[src/rtl/muldiv_unit_pkg.sv]
// -----------------------------------------------------------------------------
// muldiv_unit_pkg
//   Shared definitions for the iterative multiply/divide unit:
//     - MDControl operation encodings (md_op_e)
//     - FSM state encodings (md_state_e)
//     - default operand width and iteration-counter width helper
// -----------------------------------------------------------------------------
package muldiv_unit_pkg;

    localparam int MD_WIDTH = 32;

    typedef enum logic [1:0] {
        MD_MULT  = 2'b00,
        MD_MULTU = 2'b01,
        MD_DIV   = 2'b10,
        MD_DIVU  = 2'b11
    } md_op_e;

    typedef enum logic [1:0] {
        ST_IDLE = 2'b00,
        ST_RUN  = 2'b01,
        ST_FIN  = 2'b10
    } md_state_e;

    // Iteration counter width: counts 0..w-1, one step per operand bit.
    function automatic int md_cnt_width(input int w);
        return (w > 1) ? $clog2(w) : 1;
    endfunction

endpackage

[src/rtl/muldiv_sign_fix.sv]
// -----------------------------------------------------------------------------
// muldiv_sign_fix
//   Combinational conditional two's-complement negate. Used both to take the
//   magnitude of signed operands on launch and to restore the sign of the
//   result before commit.
//   Ports:
//     neg   in   1      1 = output -din (modulo 2^WIDTH), 0 = pass through
//     din   in   WIDTH  value to fix
//     dout  out  WIDTH  fixed value
// -----------------------------------------------------------------------------
module muldiv_sign_fix #(
    parameter int WIDTH = 32
) (
    input  logic             neg,
    input  logic [WIDTH-1:0] din,
    output logic [WIDTH-1:0] dout
);

    assign dout = neg ? (~din + WIDTH'(1)) : din;

endmodule

[src/rtl/muldiv_unit.sv]
// -----------------------------------------------------------------------------
// muldiv_unit
//   Iterative multiply/divide unit owning the HI/LO registers.
//   MULT/MULTU use shift-add over a 2*WIDTH accumulator, DIV/DIVU use restoring
//   division; both retire one bit per clock, WIDTH iterations, then a sign-fix
//   and commit cycle. Start edge to HI/LO update is WIDTH+1 edges.
//   Ports:
//     CLK        in   1      clock
//     RST        in   1      asynchronous active-low reset
//     Start      in   1      launch op (honoured only while idle)
//     MDControl  in   2      00 MULT, 01 MULTU, 10 DIV, 11 DIVU
//     OP_A       in   WIDTH  multiplicand / dividend, also MTHI/MTLO data
//     OP_B       in   WIDTH  multiplier / divisor
//     HI_WE      in   1      MTHI write strobe (idle only)
//     LO_WE      in   1      MTLO write strobe (idle only)
//     HI         out  WIDTH  product high half / remainder
//     LO         out  WIDTH  product low half / quotient
//     Busy       out  1      op in flight
//     Done       out  1      one-cycle pulse after HI/LO commit
// -----------------------------------------------------------------------------
module muldiv_unit
    import muldiv_unit_pkg::*;
#(
    parameter int WIDTH = MD_WIDTH
) (
    input  logic             CLK,
    input  logic             RST,
    input  logic             Start,
    input  logic [1:0]       MDControl,
    input  logic [WIDTH-1:0] OP_A,
    input  logic [WIDTH-1:0] OP_B,
    input  logic             HI_WE,
    input  logic             LO_WE,
    output logic [WIDTH-1:0] HI,
    output logic [WIDTH-1:0] LO,
    output logic             Busy,
    output logic             Done
);

    localparam int             CW   = md_cnt_width(WIDTH);
    localparam logic [CW-1:0]  LAST = CW'(WIDTH - 1);

    md_state_e          state_reg, state_next;
    logic [CW-1:0]      cnt_reg;
    md_op_e             op_reg;
    logic [WIDTH-1:0]   b_mag_reg;
    logic [WIDTH-1:0]   a_raw_reg;
    logic [2*WIDTH-1:0] acc_reg;
    logic               neg_q_reg;
    logic               neg_r_reg;
    logic               div_zero_reg;
    logic [WIDTH-1:0]   hi_reg, lo_reg;
    logic               done_reg;

    // ---------------- launch-time operand capture ----------------
    md_op_e           op_in;
    logic             in_signed;
    logic             in_div;
    logic [WIDTH-1:0] a_mag, b_mag;

    assign op_in     = md_op_e'(MDControl);
    assign in_signed = (op_in == MD_MULT) || (op_in == MD_DIV);
    assign in_div    = (op_in == MD_DIV)  || (op_in == MD_DIVU);

    muldiv_sign_fix #(.WIDTH(WIDTH)) u_fix_a (
        .neg (in_signed & OP_A[WIDTH-1]),
        .din (OP_A),
        .dout(a_mag)
    );

    muldiv_sign_fix #(.WIDTH(WIDTH)) u_fix_b (
        .neg (in_signed & OP_B[WIDTH-1]),
        .din (OP_B),
        .dout(b_mag)
    );

    // ---------------- iteration datapath ----------------
    logic             is_div;
    logic [WIDTH:0]   mul_sum;
    logic [WIDTH:0]   div_trial;
    logic [WIDTH:0]   div_diff;
    logic             div_ge;
    logic [WIDTH-1:0] div_rem;

    assign is_div = (op_reg == MD_DIV) || (op_reg == MD_DIVU);

    // Shift-add: multiplier sits in the low half and is consumed LSB first;
    // the carry of the add lands in the top bit after the right shift.
    assign mul_sum = {1'b0, acc_reg[2*WIDTH-1:WIDTH]}
                   + (acc_reg[0] ? {1'b0, b_mag_reg} : '0);

    // Restoring divide: shift the next dividend bit into the partial
    // remainder and try subtracting the divisor. The partial remainder is
    // always below the divisor, so a trial fits in WIDTH+1 bits and the
    // borrow is the top bit of the difference.
    assign div_trial = {acc_reg[2*WIDTH-1:WIDTH], acc_reg[WIDTH-1]};
    assign div_diff  = div_trial - {1'b0, b_mag_reg};
    assign div_ge    = ~div_diff[WIDTH];
    assign div_rem   = div_ge ? div_diff[WIDTH-1:0] : div_trial[WIDTH-1:0];

    // ---------------- result sign correction ----------------
    logic [2*WIDTH-1:0] prod_fix;
    logic [WIDTH-1:0]   quot_fix, rem_fix;
    logic [WIDTH-1:0]   res_hi, res_lo;

    muldiv_sign_fix #(.WIDTH(2*WIDTH)) u_fix_prod (
        .neg (neg_q_reg),
        .din (acc_reg),
        .dout(prod_fix)
    );

    muldiv_sign_fix #(.WIDTH(WIDTH)) u_fix_quot (
        .neg (neg_q_reg),
        .din (acc_reg[WIDTH-1:0]),
        .dout(quot_fix)
    );

    muldiv_sign_fix #(.WIDTH(WIDTH)) u_fix_rem (
        .neg (neg_r_reg),
        .din (acc_reg[2*WIDTH-1:WIDTH]),
        .dout(rem_fix)
    );

    always_comb begin
        res_hi = prod_fix[2*WIDTH-1:WIDTH];
        res_lo = prod_fix[WIDTH-1:0];
        if (is_div) begin
            if (div_zero_reg) begin
                // Divide by zero bypasses the magnitude path entirely.
                res_hi = a_raw_reg;
                res_lo = '1;
            end else begin
                res_hi = rem_fix;
                res_lo = quot_fix;
            end
        end
    end

    // ---------------- FSM ----------------
    always_ff @(posedge CLK or negedge RST) begin
        if (!RST) begin
            state_reg <= ST_IDLE;
        end else begin
            state_reg <= state_next;
        end
    end

    always_comb begin
        state_next = state_reg;
        case (state_reg)
            ST_IDLE: if (Start)           state_next = ST_RUN;
            ST_RUN:  if (cnt_reg == LAST) state_next = ST_FIN;
            ST_FIN:                       state_next = ST_IDLE;
            default:                      state_next = ST_IDLE;
        endcase
    end

    // ---------------- datapath and HI/LO registers ----------------
    always_ff @(posedge CLK or negedge RST) begin
        if (!RST) begin
            cnt_reg      <= '0;
            op_reg       <= MD_MULT;
            b_mag_reg    <= '0;
            a_raw_reg    <= '0;
            acc_reg      <= '0;
            neg_q_reg    <= 1'b0;
            neg_r_reg    <= 1'b0;
            div_zero_reg <= 1'b0;
            hi_reg       <= '0;
            lo_reg       <= '0;
            done_reg     <= 1'b0;
        end else begin
            done_reg <= (state_reg == ST_FIN);
            case (state_reg)
                ST_IDLE: begin
                    if (Start) begin
                        // Start takes priority; a coincident MTHI/MTLO is dropped.
                        op_reg       <= op_in;
                        b_mag_reg    <= b_mag;
                        a_raw_reg    <= OP_A;
                        acc_reg      <= {{WIDTH{1'b0}}, a_mag};
                        cnt_reg      <= '0;
                        neg_q_reg    <= in_signed & (OP_A[WIDTH-1] ^ OP_B[WIDTH-1]);
                        neg_r_reg    <= in_signed & OP_A[WIDTH-1];
                        div_zero_reg <= in_div & (OP_B == '0);
                    end else begin
                        if (HI_WE) hi_reg <= OP_A;
                        if (LO_WE) lo_reg <= OP_A;
                    end
                end
                ST_RUN: begin
                    acc_reg <= is_div ? {div_rem, acc_reg[WIDTH-2:0], div_ge}
                                      : {mul_sum, acc_reg[WIDTH-1:1]};
                    cnt_reg <= cnt_reg + CW'(1);
                end
                ST_FIN: begin
                    hi_reg <= res_hi;
                    lo_reg <= res_lo;
                end
                default: ;
            endcase
        end
    end

    assign Busy = (state_reg != ST_IDLE);
    assign Done = done_reg;
    assign HI   = hi_reg;
    assign LO   = lo_reg;

endmodule

[config.mk]
export PLATFORM = sky130hd
export DESIGN_NAME = muldiv_unit
export DESIGN_NICKNAME = d
export VERILOG_FILES = /design/src/rtl/muldiv_unit_pkg.sv /design/src/rtl/muldiv_sign_fix.sv /design/src/rtl/muldiv_unit.sv
export SDC_FILE = /design/constraint.sdc
export NUM_CORES = 1
export LEC_CHECK = 0
export BUFFER_PORTS_ARGS = -buffer_cell sky130_fd_sc_hd__buf_2
export CAP_MARGIN = 20
export CELL_PAD_IN_SITES_DETAIL_PLACEMENT = 0
export CELL_PAD_IN_SITES_GLOBAL_PLACEMENT = 2
export CORE_MARGIN = 2
export CORE_UTILIZATION = 39
export DETAILED_ROUTE_END_ITERATION = 10
export PLACE_DENSITY_LB_ADDON = 0.1
export SLEW_MARGIN = 30
export SYNTH_ARGS = -nofsm -noshare
export SYNTH_HDL_FRONTEND = slang
export SYNTH_SLANG_ARGS = --single-unit
[constraint.sdc]
create_clock -name CLK -period 5.8 [get_ports CLK]
set_input_delay 1.16 -clock CLK [delete_from_list [all_inputs] [get_ports CLK]]
set_output_delay 1.16 -clock CLK [all_outputs]
set_load 0.01 [all_outputs]
==> flow_summary.yaml <==
sta:
  finalCritPeriodShare_pct: 72.4
  max_freq_ghz: 0.238
  setup_viol: 0
  worst_pin_slew_ps: 1020
  slew_violations: 0
  fin_skew_ps: 15.4
  fin_ws_ps: 1600
  min_period_ps: 4200
  finalHoldViolCount: 0
  rsz0062_at_grt: "false"
  setup-tns-final_ps: 0
  max-slew-margin-rel_pct: 30.9
cells_and_area:
  multi_input_area_um2: 10600
  drive_gt1_share_pct: 11.6
  fin_nets: 2289
  fin_area_um2: 18400
  final_util_pct: 43.9
  fillers: 4344
  largest_reg_flops: 64
  seqCellArea_um2: 5110
  insertedDiodeCount: 0
  syn_to_final_growth_pct: 10.9
place:
  dp_hpwl_mm: 41.3
  finalWeightedCongestion: 0.906
  pre_cts_ws_ps: 1610
  portBuffers: 136
  place_area_um2: 17500
power:
  irDropWorstVdd_mv: 0.216
  p_per_area_nw_per_um2: 647
  p_leak_uw: 0.00786
detailed_routing:
  final_antenna_net_count: 0
  vias_per_cell: 5.73
  first_iter_violations: 891
  wl_per_cell_um: 20.7
  drcViolationCount: 0
  dr.pass1.iters: 5
  wl_mm: 56.0
  vias: 15500
worst_setup_path:
  path_buf_inv: 2
  path_delay_family: "compound AO/OA/AOI/OAI gates"
  endpoint_kind: "flop"
  timing.rr.start: "acc_reg[0]$_DFFE_PN0P_"
  cpPeakStageDelay_ps: 660
  cp_data_required_time_ps: 6240
  path_common_cell: "a31oi_1"
  crit_path_cell_trace: "inv_1 > buf_4 > nor2_1 > ha_1 > nand3_1 > a2111oi_0 > o21ai_0 > a21oi_1 > o21bai_1 > a31oi_1 > a31oi_1 > xnor2_1 > a2111o_1"
  cp_max_fo: 30
  setup.worst_path.start_class: "flop"
  crit_path_start: "acc_reg[0]$_DFFE_PN0P_"
  r2r_slack_ps: 1600
  crit_arrival_ps: 4640
  worstSetupPathType: "reg -> reg"
  slowest_stage: "a2111oi_0"
cts:
  clk_path_buf_depth: 3
  cts_root_buf: "clkbuf_16"
  htreeDepth: 1
  cts_tree: "built"
  cts_buffers: 26
  cts_sinks: 204
  cts.hold.buffers_added: 0
  post_cts_resized: 0
  clkLatencyLatePin_ps: 570
  post-cts-setup-buffers: 0
  clkTransAtPathRegs_ps: 60
global_routing:
  grt-busiest-layer: "met2"
  antenna_found_initial: 0
  grt_usage_pct: 25.1
  use_met2_pct: 42.3
  grt_util_met1_pct: 34.6
  grt_max_degree: 104
  grt-ovfl-total: 0
  use_met3_pct: 2.55
  grt_first_pass_wirelength_mm: 88.1
  grt_pass1_vias: 15100
job:
  maxCapViolations: 0
synth:
  synth_area_um2: 16600
  syn-num-nets: 2256
  synth-seq-cells: 204
  avgSynthCellArea_um2: 7.85
  synth_async_sr_flop_share_pct: 100
  synth_edf_count: 0
  yosysSeqAreaShare_pct: 30.8
  synth_cell_types: 78
  ys_warn_count: 0
  syn_inst: 2113
  synthFlopType: "dfrtp_1"
status:
  status: "finished clean"
hold_path:
  hold_path_class: "reg -> reg"
  min_from: "LO[8]$_DFFE_PN0P_"
floorplanning:
  core_area_um2: 41900
  ios: 137
  row_count: 75
  die_h_um: 210
  dieWidth_um: 210
  start_util_pct: 39.6
  die_area_um2: 44200
## stage by stage
stage | std cells | total power, uW | hold slack [ps]
floorplan | 2113 | 8210 | 440
global placement | 2657 | 10200 | 454
detailed placement | 2657 | 10200 | 463
CTS | 2705 | 11900 | 478
global route | 2705 | 12900 | 495
finish | 2705 | 11900 | 469
## synthesized netlist by cell type (45+ instances only)
master,count,area [um2]
o21ai_0,228,1140
o211ai_1,45,338
nand2_1,326,1220
nor2_1,143,537
ha_1,70,876
dfrtp_1,204,5100
clkbuf_1,128,480
inv_1,65,244
mux2i_1,66,661
a21oi_1,130,651
xor2_1,71,622
xnor2_1,107,937
## layout by cell type (no fill, tap or decap), types with 23 or more instances in the layout
cell         n
or3_1       24
a211oi_1    29
nand2_1    325
xor2_1      71
inv_1       64
buf_2      135
dfrtp_1    202
mux2i_1     66
a31oi_1     29
nor3_1      24
buf_4       24
nand3_1     37
o22ai_1     38
a21oi_1    130
nand2b_1    23
o21ai_0    228
clkbuf_16   26
ha_1        70
o31ai_1     28
a21o_1      33
nor2_1     141
o211ai_1    45
xnor2_1    107
## layout make-up
type,count,share of cell area (%)
Timing Repair Buffer,161,4.84
Tap cell,539,3.66
Multi-Input combinational cell,1688,57.7
Sequential cell,204,27.8
Inverter,65,1.33
Clock inverter,10,0.354
Clock buffer,38,4.32
## final timing paths
path / to / depth (start not counted)
setup / recovery: acc_reg[61]$_DFFE_PN0P_ / 13
hold / removal: LO[8]$_DFFE_PN0P_ / 2
setup reg to reg: acc_reg[61]$_DFFE_PN0P_ / 13
hold reg to reg: LO[8]$_DFFE_PN0P_ / 2
max in group asynchronous: div_zero_reg$_DFFE_PN0P_ / 2
min in group asynchronous: Done$_DFF_PN0_ / 1
## cells by family after synthesis
family / Yosys count / share of synthesized area (%)
AO/OA/AOI/OAI: 678 / 25.6
flip-flops: 204 / 30.8
multiplexers: 67 / 4.05
XOR/XNOR: 178 / 9.40
AND/OR/NAND/NOR: 693 / 19.3
buffers and inverters: 221 / 5.35
adder cells (fa/ha/maj): 72 / 5.52
## layer usage
layer / vias up / wire (um)
met4: 0 / 1310
met5: - / 0
met1: 7417 / 26000
met2: 371 / 26300
met3: 74 / 2410
li1: 7648 / -
## report_power, final
part | switching (uW) | total (uW) | internal (uW)
clock | 693 | 1640 | 949
sequential | 947 | 3070 | 2120
combinational | 4300 | 7190 | 2890
total | 5940 | 11900 | 5960
## tightest hold or removal path, cell delays in order (launching register included)
cell and delay (ps):
dfrtp_1 330, nand2_1 40, o21ai_0 50
(Power assumes the default switching activity.)
